## src/rtl/dual_issue_scheduler.sv

```systemverilog
// dual_issue_scheduler
// Sits between the IF/ID pair register and decode of the dual-issue datapath.
// Lane 0 takes ALU/branch ops, lane 1 takes lw/sw. Each cycle the scheduler
// either issues the fetched pair together, splits it over two cycles, or
// inserts load-use bubbles. fetch_hold stops IF/ID while a pair is still
// partly unissued.
//
// state      | meaning
// -----------+-----------------------------------------------------------
// ST_ISSUE   | a fresh pair is presented; issue both, the older, or stall
// ST_SPLIT   | older already issued; the younger goes out this cycle
// ST_LU_WAIT | load-use bubbles; r_ret_split picks where to resume
//
// A consumer blocked by a lw costs one detect cycle plus LU_BUBBLES wait
// cycles. The hazard is not re-tested on return because r_lu_vld is cleared
// when LU_WAIT is entered.
module dual_issue_scheduler #(
  parameter int CNT_W      = 32,
  parameter int LU_BUBBLES = 1
) (
  input  logic             clk,
  input  logic             rst_n,
  input  logic             pair_valid,
  input  logic [31:0]      instr0,
  input  logic [31:0]      instr1,
  input  logic             stall_in,
  input  logic             flush,
  output logic             lane0_valid,
  output logic [31:0]      lane0_instr,
  output logic             lane1_valid,
  output logic [31:0]      lane1_instr,
  output logic             fetch_hold,
  output logic [CNT_W-1:0] dual_cnt,
  output logic [CNT_W-1:0] bubble_cnt
);

  localparam logic [5:0] OP_RTYPE = 6'b000000;
  localparam logic [5:0] OP_ADDI  = 6'b001000;
  localparam logic [5:0] OP_BEQ   = 6'b000100;
  localparam logic [5:0] OP_BNE   = 6'b000101;
  localparam logic [5:0] OP_LW    = 6'b100011;
  localparam logic [5:0] OP_SW    = 6'b101011;

  localparam logic [1:0] LU_INIT = 2'(LU_BUBBLES - 1);

  typedef enum logic [1:0] {
    ST_ISSUE   = 2'd0,
    ST_SPLIT   = 2'd1,
    ST_LU_WAIT = 2'd2
  } state_t;

  function automatic logic f_is_mem(input logic [5:0] op);
    return (op == OP_LW) || (op == OP_SW);
  endfunction

  function automatic logic f_is_branch(input logic [5:0] op);
    return (op == OP_BEQ) || (op == OP_BNE);
  endfunction

  // Destination register; 0 means "none" since r0 never creates a hazard.
  function automatic logic [4:0] f_dest(input logic [5:0] op, input logic [4:0] rt,
                                        input logic [4:0] rd);
    logic [4:0] d;
    case (op)
      OP_RTYPE:      d = rd;
      OP_ADDI, OP_LW: d = rt;
      default:       d = 5'd0;
    endcase
    return d;
  endfunction

  function automatic logic f_reads(input logic [5:0] op, input logic [4:0] rs,
                                   input logic [4:0] rt, input logic [4:0] r);
    logic hit;
    case (op)
      OP_RTYPE, OP_BEQ, OP_BNE, OP_SW: hit = (rs == r) || (rt == r);
      OP_ADDI, OP_LW:                  hit = (rs == r);
      default:                         hit = 1'b0;
    endcase
    return hit && (r != 5'd0);
  endfunction

  state_t           r_st;
  logic [4:0]       r_lu_dest;
  logic             r_lu_vld;
  logic [1:0]       r_lu_cnt;
  logic             r_ret_split;
  logic [CNT_W-1:0] r_dual_cnt;
  logic [CNT_W-1:0] r_bubble_cnt;

  state_t     w_st_nxt;
  logic       w_iss_old;
  logic       w_iss_yng;
  logic       w_hold;
  logic       w_dual_inc;
  logic       w_bub_inc;
  logic [1:0] w_lu_cnt_nxt;
  logic       w_ret_nxt;
  logic       w_lu_vld_nxt;
  logic [4:0] w_lu_dest_nxt;

  logic [5:0] w_op0, w_op1;
  logic [4:0] w_dest0, w_dest1;
  logic       w_mem0, w_mem1;
  logic       w_pairable;
  logic       w_haz_old, w_haz_yng;

  assign w_op0   = instr0[31:26];
  assign w_op1   = instr1[31:26];
  assign w_mem0  = f_is_mem(w_op0);
  assign w_mem1  = f_is_mem(w_op1);
  assign w_dest0 = f_dest(w_op0, instr0[20:16], instr0[15:11]);
  assign w_dest1 = f_dest(w_op1, instr1[20:16], instr1[15:11]);

  assign w_pairable = (w_mem0 != w_mem1)
                   && !f_reads(w_op1, instr1[25:21], instr1[20:16], w_dest0)
                   && !((w_dest0 != 5'd0) && (w_dest0 == w_dest1))
                   && !f_is_branch(w_op1);

  assign w_haz_old = r_lu_vld && f_reads(w_op0, instr0[25:21], instr0[20:16], r_lu_dest);
  assign w_haz_yng = r_lu_vld && f_reads(w_op1, instr1[25:21], instr1[20:16], r_lu_dest);

  // Next-state, issue decision and bookkeeping; flush/stall/reset override last.
  always_comb begin
    w_st_nxt      = r_st;
    w_iss_old     = 1'b0;
    w_iss_yng     = 1'b0;
    w_hold        = 1'b0;
    w_dual_inc    = 1'b0;
    w_bub_inc     = 1'b0;
    w_lu_cnt_nxt  = r_lu_cnt;
    w_ret_nxt     = r_ret_split;
    w_lu_vld_nxt  = r_lu_vld;
    w_lu_dest_nxt = r_lu_dest;

    case (r_st)
      ST_ISSUE: begin
        if (pair_valid) begin
          if (w_haz_old) begin
            w_hold       = 1'b1;
            w_bub_inc    = 1'b1;
            w_lu_cnt_nxt = LU_INIT;
            w_ret_nxt    = 1'b0;
            w_lu_vld_nxt = 1'b0;
            w_st_nxt     = ST_LU_WAIT;
          end else if (w_pairable && !w_haz_yng) begin
            w_iss_old  = 1'b1;
            w_iss_yng  = 1'b1;
            w_dual_inc = 1'b1;
          end else begin
            w_iss_old = 1'b1;
            w_hold    = 1'b1;
            w_st_nxt  = ST_SPLIT;
          end
        end
      end
      ST_SPLIT: begin
        if (w_haz_yng) begin
          w_hold       = 1'b1;
          w_bub_inc    = 1'b1;
          w_lu_cnt_nxt = LU_INIT;
          w_ret_nxt    = 1'b1;
          w_lu_vld_nxt = 1'b0;
          w_st_nxt     = ST_LU_WAIT;
        end else begin
          w_iss_yng = 1'b1;
          w_st_nxt  = ST_ISSUE;
        end
      end
      ST_LU_WAIT: begin
        w_hold    = 1'b1;
        w_bub_inc = 1'b1;
        if (r_lu_cnt == 2'd0) begin
          w_st_nxt = r_ret_split ? ST_SPLIT : ST_ISSUE;
        end else begin
          w_lu_cnt_nxt = r_lu_cnt - 2'd1;
        end
      end
      default: w_st_nxt = ST_ISSUE;
    endcase

    // Any issue retires the old lw tracking; only a lw with rt != 0 re-arms it.
    if (w_iss_old || w_iss_yng) begin
      w_lu_vld_nxt = 1'b0;
      if (w_iss_old && (w_op0 == OP_LW) && (instr0[20:16] != 5'd0)) begin
        w_lu_vld_nxt  = 1'b1;
        w_lu_dest_nxt = instr0[20:16];
      end
      if (w_iss_yng && (w_op1 == OP_LW) && (instr1[20:16] != 5'd0)) begin
        w_lu_vld_nxt  = 1'b1;
        w_lu_dest_nxt = instr1[20:16];
      end
    end

    if (!rst_n) begin
      w_iss_old  = 1'b0;
      w_iss_yng  = 1'b0;
      w_hold     = 1'b0;
      w_dual_inc = 1'b0;
      w_bub_inc  = 1'b0;
    end else if (flush) begin
      w_st_nxt      = ST_ISSUE;
      w_iss_old     = 1'b0;
      w_iss_yng     = 1'b0;
      w_hold        = 1'b0;
      w_dual_inc    = 1'b0;
      w_bub_inc     = 1'b0;
      w_lu_cnt_nxt  = 2'd0;
      w_ret_nxt     = r_ret_split;
      w_lu_vld_nxt  = 1'b0;
      w_lu_dest_nxt = r_lu_dest;
    end else if (stall_in) begin
      w_st_nxt      = r_st;
      w_iss_old     = 1'b0;
      w_iss_yng     = 1'b0;
      w_hold        = 1'b1;
      w_dual_inc    = 1'b0;
      w_bub_inc     = 1'b0;
      w_lu_cnt_nxt  = r_lu_cnt;
      w_ret_nxt     = r_ret_split;
      w_lu_vld_nxt  = r_lu_vld;
      w_lu_dest_nxt = r_lu_dest;
    end
  end

  // Route each issued instruction to its class lane, independent of program order.
  always_comb begin
    lane0_valid = 1'b0;
    lane0_instr = 32'h0;
    lane1_valid = 1'b0;
    lane1_instr = 32'h0;
    if (w_iss_old) begin
      if (w_mem0) begin
        lane1_valid = 1'b1;
        lane1_instr = instr0;
      end else begin
        lane0_valid = 1'b1;
        lane0_instr = instr0;
      end
    end
    if (w_iss_yng) begin
      if (w_mem1) begin
        lane1_valid = 1'b1;
        lane1_instr = instr1;
      end else begin
        lane0_valid = 1'b1;
        lane0_instr = instr1;
      end
    end
  end

  assign fetch_hold = w_hold;
  assign dual_cnt   = r_dual_cnt;
  assign bubble_cnt = r_bubble_cnt;

  // State, load-use tracking and performance counters.
  always_ff @(posedge clk) begin
    if (!rst_n) begin
      r_st         <= ST_ISSUE;
      r_lu_dest    <= 5'd0;
      r_lu_vld     <= 1'b0;
      r_lu_cnt     <= 2'd0;
      r_ret_split  <= 1'b0;
      r_dual_cnt   <= '0;
      r_bubble_cnt <= '0;
    end else begin
      r_st        <= w_st_nxt;
      r_lu_dest   <= w_lu_dest_nxt;
      r_lu_vld    <= w_lu_vld_nxt;
      r_lu_cnt    <= w_lu_cnt_nxt;
      r_ret_split <= w_ret_nxt;
      if (w_dual_inc) r_dual_cnt <= r_dual_cnt + CNT_W'(1);
      if (w_bub_inc)  r_bubble_cnt <= r_bubble_cnt + CNT_W'(1);
    end
  end

endmodule

```

## config.mk

```make
export PLATFORM = sky130hd
export DESIGN_NAME = dual_issue_scheduler
export DESIGN_NICKNAME = d
export VERILOG_FILES = /design/src/rtl/dual_issue_scheduler.sv
export SDC_FILE = /design/constraint.sdc
export NUM_CORES = 1
export LEC_CHECK = 0
export BUFFER_PORTS_ARGS = -buffer_cell sky130_fd_sc_hd__buf_2
export CELL_PAD_IN_SITES_DETAIL_PLACEMENT = 1
export CELL_PAD_IN_SITES_GLOBAL_PLACEMENT = 2
export CORE_ASPECT_RATIO = 1.5
export CORE_MARGIN = 2
export CORE_UTILIZATION = 25
export CTS_CLUSTER_SIZE = 10
export DETAILED_ROUTE_END_ITERATION = 10
export PLACE_DENSITY = 0.81
export SLEW_MARGIN = 25
export SYNTH_ARGS = -nofsm -noshare
export SYNTH_HDL_FRONTEND = slang
export SYNTH_SLANG_ARGS = --single-unit
```

## constraint.sdc

```tcl
create_clock -name clk -period 2.89 [get_ports clk]
set_input_delay 0.1445 -clock clk [delete_from_list [all_inputs] [get_ports clk]]
set_output_delay 0.1445 -clock clk [all_outputs]
set_load 0.02 [all_outputs]
```

==> flow_summary.ini, run 1 <==
[global_route]
grt_overflow_total = 0
grt_max_degree = 32
grt_pass1_wl_um = 37200
grt_pass1_vias = 7003
grt_use_total_pct = 19.6
antenna_found_initial = 0

[worst_hold_path]
hold_path_class = in2reg
min_to = r_ret_split
whs_path_depth = 4
hold_start = flush

[sta]
worst_slew_pin_slew_ns = 0.797
worst_slack_ns = -0.279
fin_crit_ns = 3.17
rsz0062_at_grt = true
post-route-period-util_pct = 110
finalSetupViolations = 101
holdWs_ns = 0.244
hold_violations = 0
maxSlewViolCount = 0
worst_slew_margin_rel_pct = 46.7
finalClockSkew_ns = 0.00974
max_freq_mhz = 316

[setup_path]
arrival_ns = 3.02
r2r_cells = 11
startpoint_type = register
worstSetupPathType = reg2out
cp_max_fo = 27
critPathRequiredTime_ns = 2.75
reg2reg_from = r_lu_dest[4]
r2r_end = bubble_cnt[17]
rrSetupSlack_ns = -0.22
cp-end-kind = output pin

[layout]
fin_nets = 1073
syn_to_final_growth_pct = 62.2
fin_util_pct = 41.2
n_antenna_cell = 0
fill_cells = 2624
drive_above_1_share_pct = 44.8

[floorplan]
ios = 200
chipHeight_um = 186
chipWidth_um = 125
start_util_pct = 25.4
dieArea_sq_um = 23300
coreArea_sq_um = 21700
row_count = 66

[clock_network]
cts-root-buf = clkbuf_16
ctsLongestPathBuffers = 2
clock_latency_ns = 0.34
clk_pin_slew_ns = 0.07
cts_max_level = 3
cts_tree = yes
clock-sinks = 75
cts_hold_buf = 0
numCtsBuffers = 9

[placed_design]
dp_slack_ns = -0.299
place_congestion = 0.898
port_buffers = 197
dpl.hpwl_um = 17400

[synth]
synth_seq_cells = 75
synth_ff_type = dfxtp_1
netlist_area_sq_um = 5520
synth_edf_count = 0
yosys_warnings = 0
synth_cells = 707
syn_avg_cell_area_sq_um = 7.81
synth-seq-area-share_pct = 27.2
ys_async_sr_fraction_pct = 0
synth_cell_type_count = 69

[route]
top_layer = met4
routed_wl_um = 23800
met2_length_um = 12900
routed-via-count = 6831
wl_per_cell_um = 18.6
met3_length_um = 1120
drtPass1Iterations = 4
drt_iter0_drc = 198
drt-met1-wl_um = 8910
drc = 0
drtAntennaViolNets = 0
vias_per_cell = 5.35

[power_and_ir_drop]
cellPowerDensity_nw_per_um2 = 303
total_power_uw = 2720
leakage_uw = 0.00411
ir_drop_v = 0.000265

[flow_run]
maxCapViolCount = 0

[status]
violations = negative setup slack
status = finished, violations left
==> cell type report <==
cell class	instances	area, sq um	share of cell area [%]
tap	272	340	3.80
clock buffer	10	229	2.56
clock inverter	6	114	1.27
inverter	22	82.6	0.922
timing repair buffer	338	2410	26.9
sequential	75	1520	16.9
multi-input combinational	555	4270	47.6
==> placed cells by master, fill, tap and decap left out, drive strengths merged, types with 9 or more instances in the layout <==
cell type / instances
xor2: 14
and3: 19
dfxtp: 75
nand2b: 9
nand2: 44
clkbuf: 10
or3: 12
o211ai: 11
mux2i: 9
nor3: 24
o21ai: 14
a21oi: 30
nand4: 15
nor2: 59
nor4: 15
nand3: 38
o31ai: 15
or4: 19
a22o: 57
xnor2: 42
inv: 22
buf: 338
==> layer usage <==
layer | vias to the layer above | track usage (%)
li1 | 3240 | -
met1 | 3325 | 20.6
met2 | 213 | 38.0
met3 | 53 | 3.56
met4 | 0 | 8.13
met5 | - | 0
==> critical path: stages, from the launching register on <==
cell	delay [ns]
dfxtp_4	0.37
xnor2_1	0.19
nand4_1	0.18
or4_4	0.53
a21o_1	0.22
and3_4	0.18
and2_4	0.16
a22oi_4	0.24
nor2_2	0.08
buf_12	0.16
a22o_1	0.19
buf_4	0.16
==> cell families after synthesis <==
family,count (synthesis),share of synthesized area (%)
compound gates,192,26.4
other cells,1,0.0679
mux,10,1.84
xor+xnor,56,8.88
buf+inv,78,5.91
flops,75,27.2
simple gates,292,29.0
fa+ha+maj,3,0.680
==> how the worst max path moves through the flow <==
| stage | start | endpoint | depth (start not counted) | slack [ns] |
|---|---|---|---|---|
| 2_1_floorplan | r_lu_dest[1] | dual_cnt[4] | 12 | -0.006 |
| 3_3_place_gp | instr0[27] | dual_cnt[4] | 12 | -0.26 |
| 3_5_place_dp | instr1[26] | dual_cnt[4] | 11 | -0.30 |
| 4_1_cts | r_lu_dest[4] | lane1_instr[21] | 11 | -0.33 |
| 5_1_grt | r_lu_dest[4] | lane0_instr[25] | 11 | -0.38 |
| 6_report | r_lu_dest[4] | lane1_instr[21] | 11 | -0.28 |
==> synthesized netlist by cell type, types with 4 or more instances <==
cell / count / area, sq um
dfxtp_1: 75 / 1500
xor2_1: 14 / 123
o31ai_1: 15 / 113
a21oi_1: 30 / 150
o311ai_0: 4 / 35.0
nand3b_1: 4 / 30.0
nor2_1: 58 / 218
buf_4: 5 / 37.5
buf_1: 4 / 15.0
nand4_1: 15 / 93.8
nand2_1: 44 / 165
or3_1: 11 / 68.8
nor3_1: 22 / 110
nand3_1: 38 / 190
o21a_1: 4 / 30.0
nor4_1: 15 / 93.8
o41ai_1: 5 / 43.8
inv_1: 22 / 82.6
and3_1: 19 / 119
o22ai_1: 4 / 25.0
nand2b_1: 9 / 56.3
a211o_1: 4 / 35.0
clkbuf_1: 35 / 131
xnor2_1: 42 / 368
or4_1: 18 / 135
a31oi_1: 8 / 50.1
and2_1: 7 / 43.8
o211ai_1: 11 / 82.6
a211oi_1: 4 / 30.0
mux2i_1: 9 / 90.1
buf_2: 12 / 60.1
a22o_1: 57 / 499
o21ai_0: 13 / 65.1
a22oi_1: 5 / 37.5
nor2b_1: 8 / 50.1
==> state kept, by name (all words and copies together) (netlist names) <==
signal and count:
r_lu_dest 5, r_lu_cnt 2, r_ret_split 1, bubble_cnt 32
r_lu_vld 1, r_st 2, dual_cnt 32
==> repair_timing <==
item	4_1_cts	5_1_grt
gates cloned	4	0
setup buffers	29	8
resized for setup	129	42
pin swaps	92	27
setup endpoints to repair	116	136
==> stage by stage <==
step,cells,setup TNS (ns),instance area (sq um)
after global routing,1278,-31.36,8960
final,1278,-18.45,8960
after CTS,1273,-22.73,8750
after global placement,1224,-14.17,7460
after detailed placement,1224,-21.47,7460
after floorplan,708,-0.0818,5530
==> power breakdown <==
group / internal [uW] / switching [uW] / total (uW)
combinational: 154 / 207 / 361
clock: 847 / 478 / 1320
sequential: 1030 / 1.20 / 1030
total: 2030 / 685 / 2720
Power figures use the tool's default switching activity.
==> inputs of run 2 (changes only) <==
==> constraint.sdc (replaced) <==
create_clock -name clk -period 2.85 [get_ports clk]
set_input_delay 0.1425 -clock clk [delete_from_list [all_inputs] [get_ports clk]]
set_output_delay 0.1425 -clock clk [all_outputs]
set_load 0.02 [all_outputs]
==> flow_summary.ini, run 2 (synthesis gave the netlist of run 1 again) <==
[clock_network]
ctsLongestPathBuffers = 2
numCtsBuffers = 9
cts_tree = yes
cts-root-buf = clkbuf_16
cts_max_level = 3
clk_pin_slew_ns = 0.07
clock-sinks = 75
clock_latency_ns = 0.34

[global_route]
grt_max_degree = 40
grt_pass1_wl_um = 39200
grt_use_total_pct = 20.8
grt_pass1_vias = 7241
grt_overflow_total = 0
antenna_found_initial = 1

[setup_path]
cp_max_fo = 9
startpoint = r_lu_dest[4]
reg2reg_from = r_lu_dest[4]
rrSetupSlack_ns = -0.33
path_depth = 12
critPathRequiredTime_ns = 2.71
path_cells = xnor2_2 -> nand4_1 -> or4_4 -> a21o_1 -> and3_4 -> and2_4 -> a22oi_4 -> nor2_4 -> buf_4 -> buf_16 -> a22o_1 -> buf_6
arrival_ns = 3.12
crit_buf_inv = 3
cp_top_family = simple AND/OR/NAND/NOR gates
r2r_cells = 10
cpMaxStageDelayCell = or4_4
slowest_delay_ns = 0.59
crit_end = lane0_instr[13]
startpoint_type = register
r2r_end = bubble_cnt[31]
worstSetupPathType = reg2out
cp-end-kind = output pin

[layout]
syn_to_final_growth_pct = 71.0
final_common_cell = buf_2
drive_above_1_share_pct = 45.9
fin_nets = 1085
final_cell_mix = 136 x buf_2, 121 x buf_4, 78 x buf_6, 71 x dfxtp_1, 56 x nor2_1

[placed_design]
port_buffers = 197
dp_slack_ns = -0.419
dpl.hpwl_um = 18000
place_congestion = 0.914

[floorplan]
coreArea_sq_um = 21700
chipWidth_um = 125
chipHeight_um = 186
ios = 200
start_util_pct = 25.4
dieArea_sq_um = 23300
row_count = 66

[sta]
worst_slew_pin_slew_ns = 0.813
max_freq_mhz = 307
post-route-period-util_pct = 114
holdWs_ns = 0.231
hold_violations = 0
finalClockSkew_ns = 0.00868
worst_slew_margin_rel_pct = 45.7
rsz0062_at_grt = true
fin_crit_ns = 3.26
worst_slack_ns = -0.411
finalSetupViolations = 117
maxSlewViolCount = 0

[flow_run]
maxCapViolCount = 0

[route]
drt_iter0_drc = 230
drtPass1Iterations = 4
drc = 0
drtAntennaViolNets = 0
wl_per_cell_um = 19.3
vias_per_cell = 5.41
routed-via-count = 6989
routed_wl_um = 24900

[power_and_ir_drop]
leakage_uw = 0.00422
ir_drop_v = 0.000281
cellPowerDensity_nw_per_um2 = 282

[status]
status = finished, violations left
violations = negative setup slack

[worst_hold_path]
hold_path_class = in2reg
run 2: power by group:
group	switching, uW	internal, uW
Sequential	1.28	1050
Combinational	227	173
Clock	481	730
Total	710	1950
run 2: area by class of cell:
| class | count | area (sq um) |
|---|---|---|
| Inverter | 22 | 82.6 |
| Tap cell | 272 | 340 |
| Fill cell | 2543 | 12300 |
| Clock buffer | 11 | 253 |
| Multi-Input combinational cell | 557 | 4440 |
| Timing Repair Buffer | 348 | 2750 |
| Antenna cell | 1 | 2.50 |
| Sequential cell | 75 | 1510 |
| Clock inverter | 5 | 60.1 |
run 2: routing by layer:
metal  up-vias  track usage (%)  routed length [um]
met2       212             41.1               13600
met5         -                0                   0
met3        58             3.59                1130
met1      3442             21.2                9170
met4         0             9.07                1000
li1       3277                -                   -
run 2: per-stage QoR:
step | total power, uW | utilization [%] | cells | setup TNS (ns) | instance area [sq um]
after floorplan | 1220 | - | 708 | -0.173 | 5660
after CTS | 2670 | 41.8 | 1280 | -27.64 | 9070
after global placement | 1420 | 35.3 | 1243 | -27.13 | 7660
after detailed placement | 1420 | 35.3 | 1243 | -36.35 | 7660
final | 2660 | 43.5 | 1291 | -30.99 | 9440
after global routing | 2760 | 43.5 | 1291 | -40.94 | 9440
run 2: how the worst min path moves through the flow:
| stage | from | end | slack (ns) | cells past startpoint |
|---|---|---|---|---|
| after floorplan | stall_in | r_st[1] | 0.34 | 2 |
| after global placement | bubble_cnt[31] | bubble_cnt[31] | 0.47 | 2 |
| after detailed placement | dual_cnt[31] | dual_cnt[31] | 0.49 | 2 |
| after CTS | instr0[20] | r_lu_dest[4] | 0.21 | 3 |
| after global routing | instr1[17] | r_lu_dest[1] | 0.26 | 3 |
| final | instr0[20] | r_lu_dest[4] | 0.23 | 3 |
run 2: tightest hold or removal path: stages:
cell	delay, ns
buf_2	0.15
a31oi_1	0.15
a31oi_1	0.08
run 2: what timing repair did:
action | in CTS | in global routing
pin swaps | 71 | 35
gates resized for setup | 200 | 65
endpoints found under the setup margin | 128 | 116
buffers inserted | 16 | 11
cloned | 6 | 1
hold buffers | 0 | 0
==> inputs of run 3 (changes only) <==
--- a/config.mk
+++ b/config.mk
@@ -13,7 +13,7 @@
 export CORE_UTILIZATION = 25
 export CTS_CLUSTER_SIZE = 10
 export DETAILED_ROUTE_END_ITERATION = 10
-export PLACE_DENSITY = 0.81
+export PLACE_DENSITY_LB_ADDON = 0.1
 export SLEW_MARGIN = 25
 export SYNTH_ARGS = -nofsm -noshare
 export SYNTH_HDL_FRONTEND = slang
==> constraint.sdc (replaced) <==
create_clock -name clk -period 2.85 [get_ports clk]
set_input_delay 0.285 -clock clk [delete_from_list [all_inputs] [get_ports clk]]
set_output_delay 0.285 -clock clk [all_outputs]
set_load 0.02 [all_outputs]
==> flow_summary.ini, run 3 (synthesis gave the netlist of run 1 again) <==
[setup_path]
r2r_cells = 13
slowest_delay_ns = 0.60
worstSetupPathType = in2out
cp_common_cell = buf_6
startpoint_type = primary input
cp-end-kind = output pin
critPathRequiredTime_ns = 2.57
cp_top_family = simple AND/OR/NAND/NOR gates
crit_buf_inv = 5
cp_max_fo = 4
path_cells = buf_8 -> or4b_4 -> a211oi_4 -> a22oi_2 -> xnor2_1 -> nor4_2 -> nor3_1 -> buf_4 -> a22oi_4 -> buf_6 -> nor2_4 -> clkbuf_16 -> a22o_4 -> buf_6
arrival_ns = 3.16
rrSetupSlack_ns = -0.42
cpMaxStageDelayCell = or4b_4
path_depth = 14

[power_and_ir_drop]
p_sw_share_pct = 25.8
switching_power_uw = 721
cellPowerDensity_nw_per_um2 = 268
internal-power_uw = 2070
clock_power_share_pct = 45.5
leakage_uw = 0.00468
ir_drop_v = 0.000238
p_seq_share_pct = 37.5
total_power_uw = 2790
combPwrFrac_pct = 16.9

[floorplan]
chipWidth_um = 125
coreArea_sq_um = 21700
dieArea_sq_um = 23300
start_util_pct = 25.4
row_count = 66
ios = 200
chipHeight_um = 186

[layout]
multiInputGateArea_sq_um = 5050
final_area_sq_um = 10400
n_antenna_cell = 0
final_common_cell = buf_2
fill_cells = 2514
final_cell_mix = 131 x buf_2, 126 x buf_4, 98 x buf_6, 70 x dfxtp_1, 54 x nor2_1
syn_to_final_growth_pct = 88.7
seq_area_sq_um = 1510
fin_nets = 1113
drive_above_1_share_pct = 54.9

[sta]
max_freq_mhz = 290
holdWs_ns = 0.391
worst_slew_margin_rel_pct = 46.6
maxSlewViolCount = 0
hold_violations = 0
rsz0062_at_grt = true
finalSetupViolations = 125
worst_slew_pin_slew_ns = 0.798
worst_slack_ns = -0.599
fin_crit_ns = 3.45
post-route-period-util_pct = 121
finalClockSkew_ns = 0.0116

[placed_design]
place_congestion = 0.943
placement.cell_area_sq_um = 8200
dp_slack_ns = -0.777
port_buffers = 197
dpl.hpwl_um = 20100

[clock_network]
cts-root-buf = clkbuf_16
cts_max_level = 3
clock_latency_ns = 0.35
numCtsBuffers = 9
clock-sinks = 75
clk_pin_slew_ns = 0.06
cts_tree = yes
ctsLongestPathBuffers = 2

[route]
routed_wl_um = 27800
drt_iter0_drc = 282
drtPass1Iterations = 6
routed-via-count = 7100
drc = 0
vias_per_cell = 5.39
wl_per_cell_um = 21.1
drtAntennaViolNets = 0

[global_route]
grt_max_degree = 32
grt_pass1_wl_um = 40600
grt_pass1_vias = 7490
use_met2_pct = 43.9
use_met1_pct = 21.7
grt_use_total_pct = 21.9
top_usage_layer = met2
antenna_found_initial = 0
grtUsageMet3_pct = 3.48
grt_overflow_total = 0

[flow_run]
maxCapViolCount = 0

[status]
status = finished, violations left
violations = negative setup slack

[worst_hold_path]
hold_path_class = in2reg
whs_path_depth = 4
run 3: changes by cell type in the layout (fill, tap and decap cells not counted), sizes merged:
cell    change
buf        +24
bufinv      +1
clkbuf      +5
clkinv      -1
diode       -1
inv         -1
run 3: worst paths after layout:
| path | start | end |
|---|---|---|
| max | instr1[26] | lane1_instr[24] |
| max reg2reg | r_lu_dest[4] | bubble_cnt[31] |
| min | rst_n | r_lu_cnt[1] |
| min reg2reg | bubble_cnt[31] | bubble_cnt[31] |
run 3: layer usage:
metal  vias up  wire length (um)
li1       3329                 -
met1      3494              9610
met2       211             15800
met3        66              1020
met4         0              1360
met5         -                 0
run 3: cell type report:
type	instances	share of cell area, %
clock buffer	12	2.46
clock inverter	4	0.696
inverter	22	0.792
multi-input combinational	557	48.4
sequential	75	14.5
tap	272	3.26
timing repair buffer	376	29.8
run 3: worst reg2reg max path, stage by stage (launching register included):
cell and delay, ns:
dfxtp_4 0.36, buf_6 0.13, xnor2_2 0.12, nand4_1 0.13
or4_4 0.51, buf_4 0.15, buf_6 0.10, buf_6 0.11
a211oi_4 0.20, o21bai_1 0.11, a211o_4 0.39, or3_4 0.41
or3_1 0.35, a21oi_1 0.13
run 3: timing repair:
item,in CTS,in global routing
buffers inserted,16,23
gates resized for setup,185,159
hold buffers,0,0
setup endpoints to repair,109,132
cloned,3,7
pin swaps,52,66
run 3: per-stage QoR:
stage / TNS (ns) / std cells / util [%]
6_report: -48.62 / 1318 / 48.0
5_1_grt: -60.59 / 1318 / 48.0
4_1_cts: -37.81 / 1290 / 43.6
3_5_place_dp: -65.74 / 1255 / 37.7
3_3_place_gp: -63.71 / 1254 / 37.6
2_1_floorplan: -6.92 / 708 / -
run 3: power by group through the flow:
stage	clock network (uW)	registers (uW)	logic (uW)
5_1_grt	1340	1050	499
4_1_cts	1300	1050	441
2_1_floorplan	0	1070	171
3_5_place_dp	0	1070	419
6_report	1270	1050	472
3_3_place_gp	0	1070	408
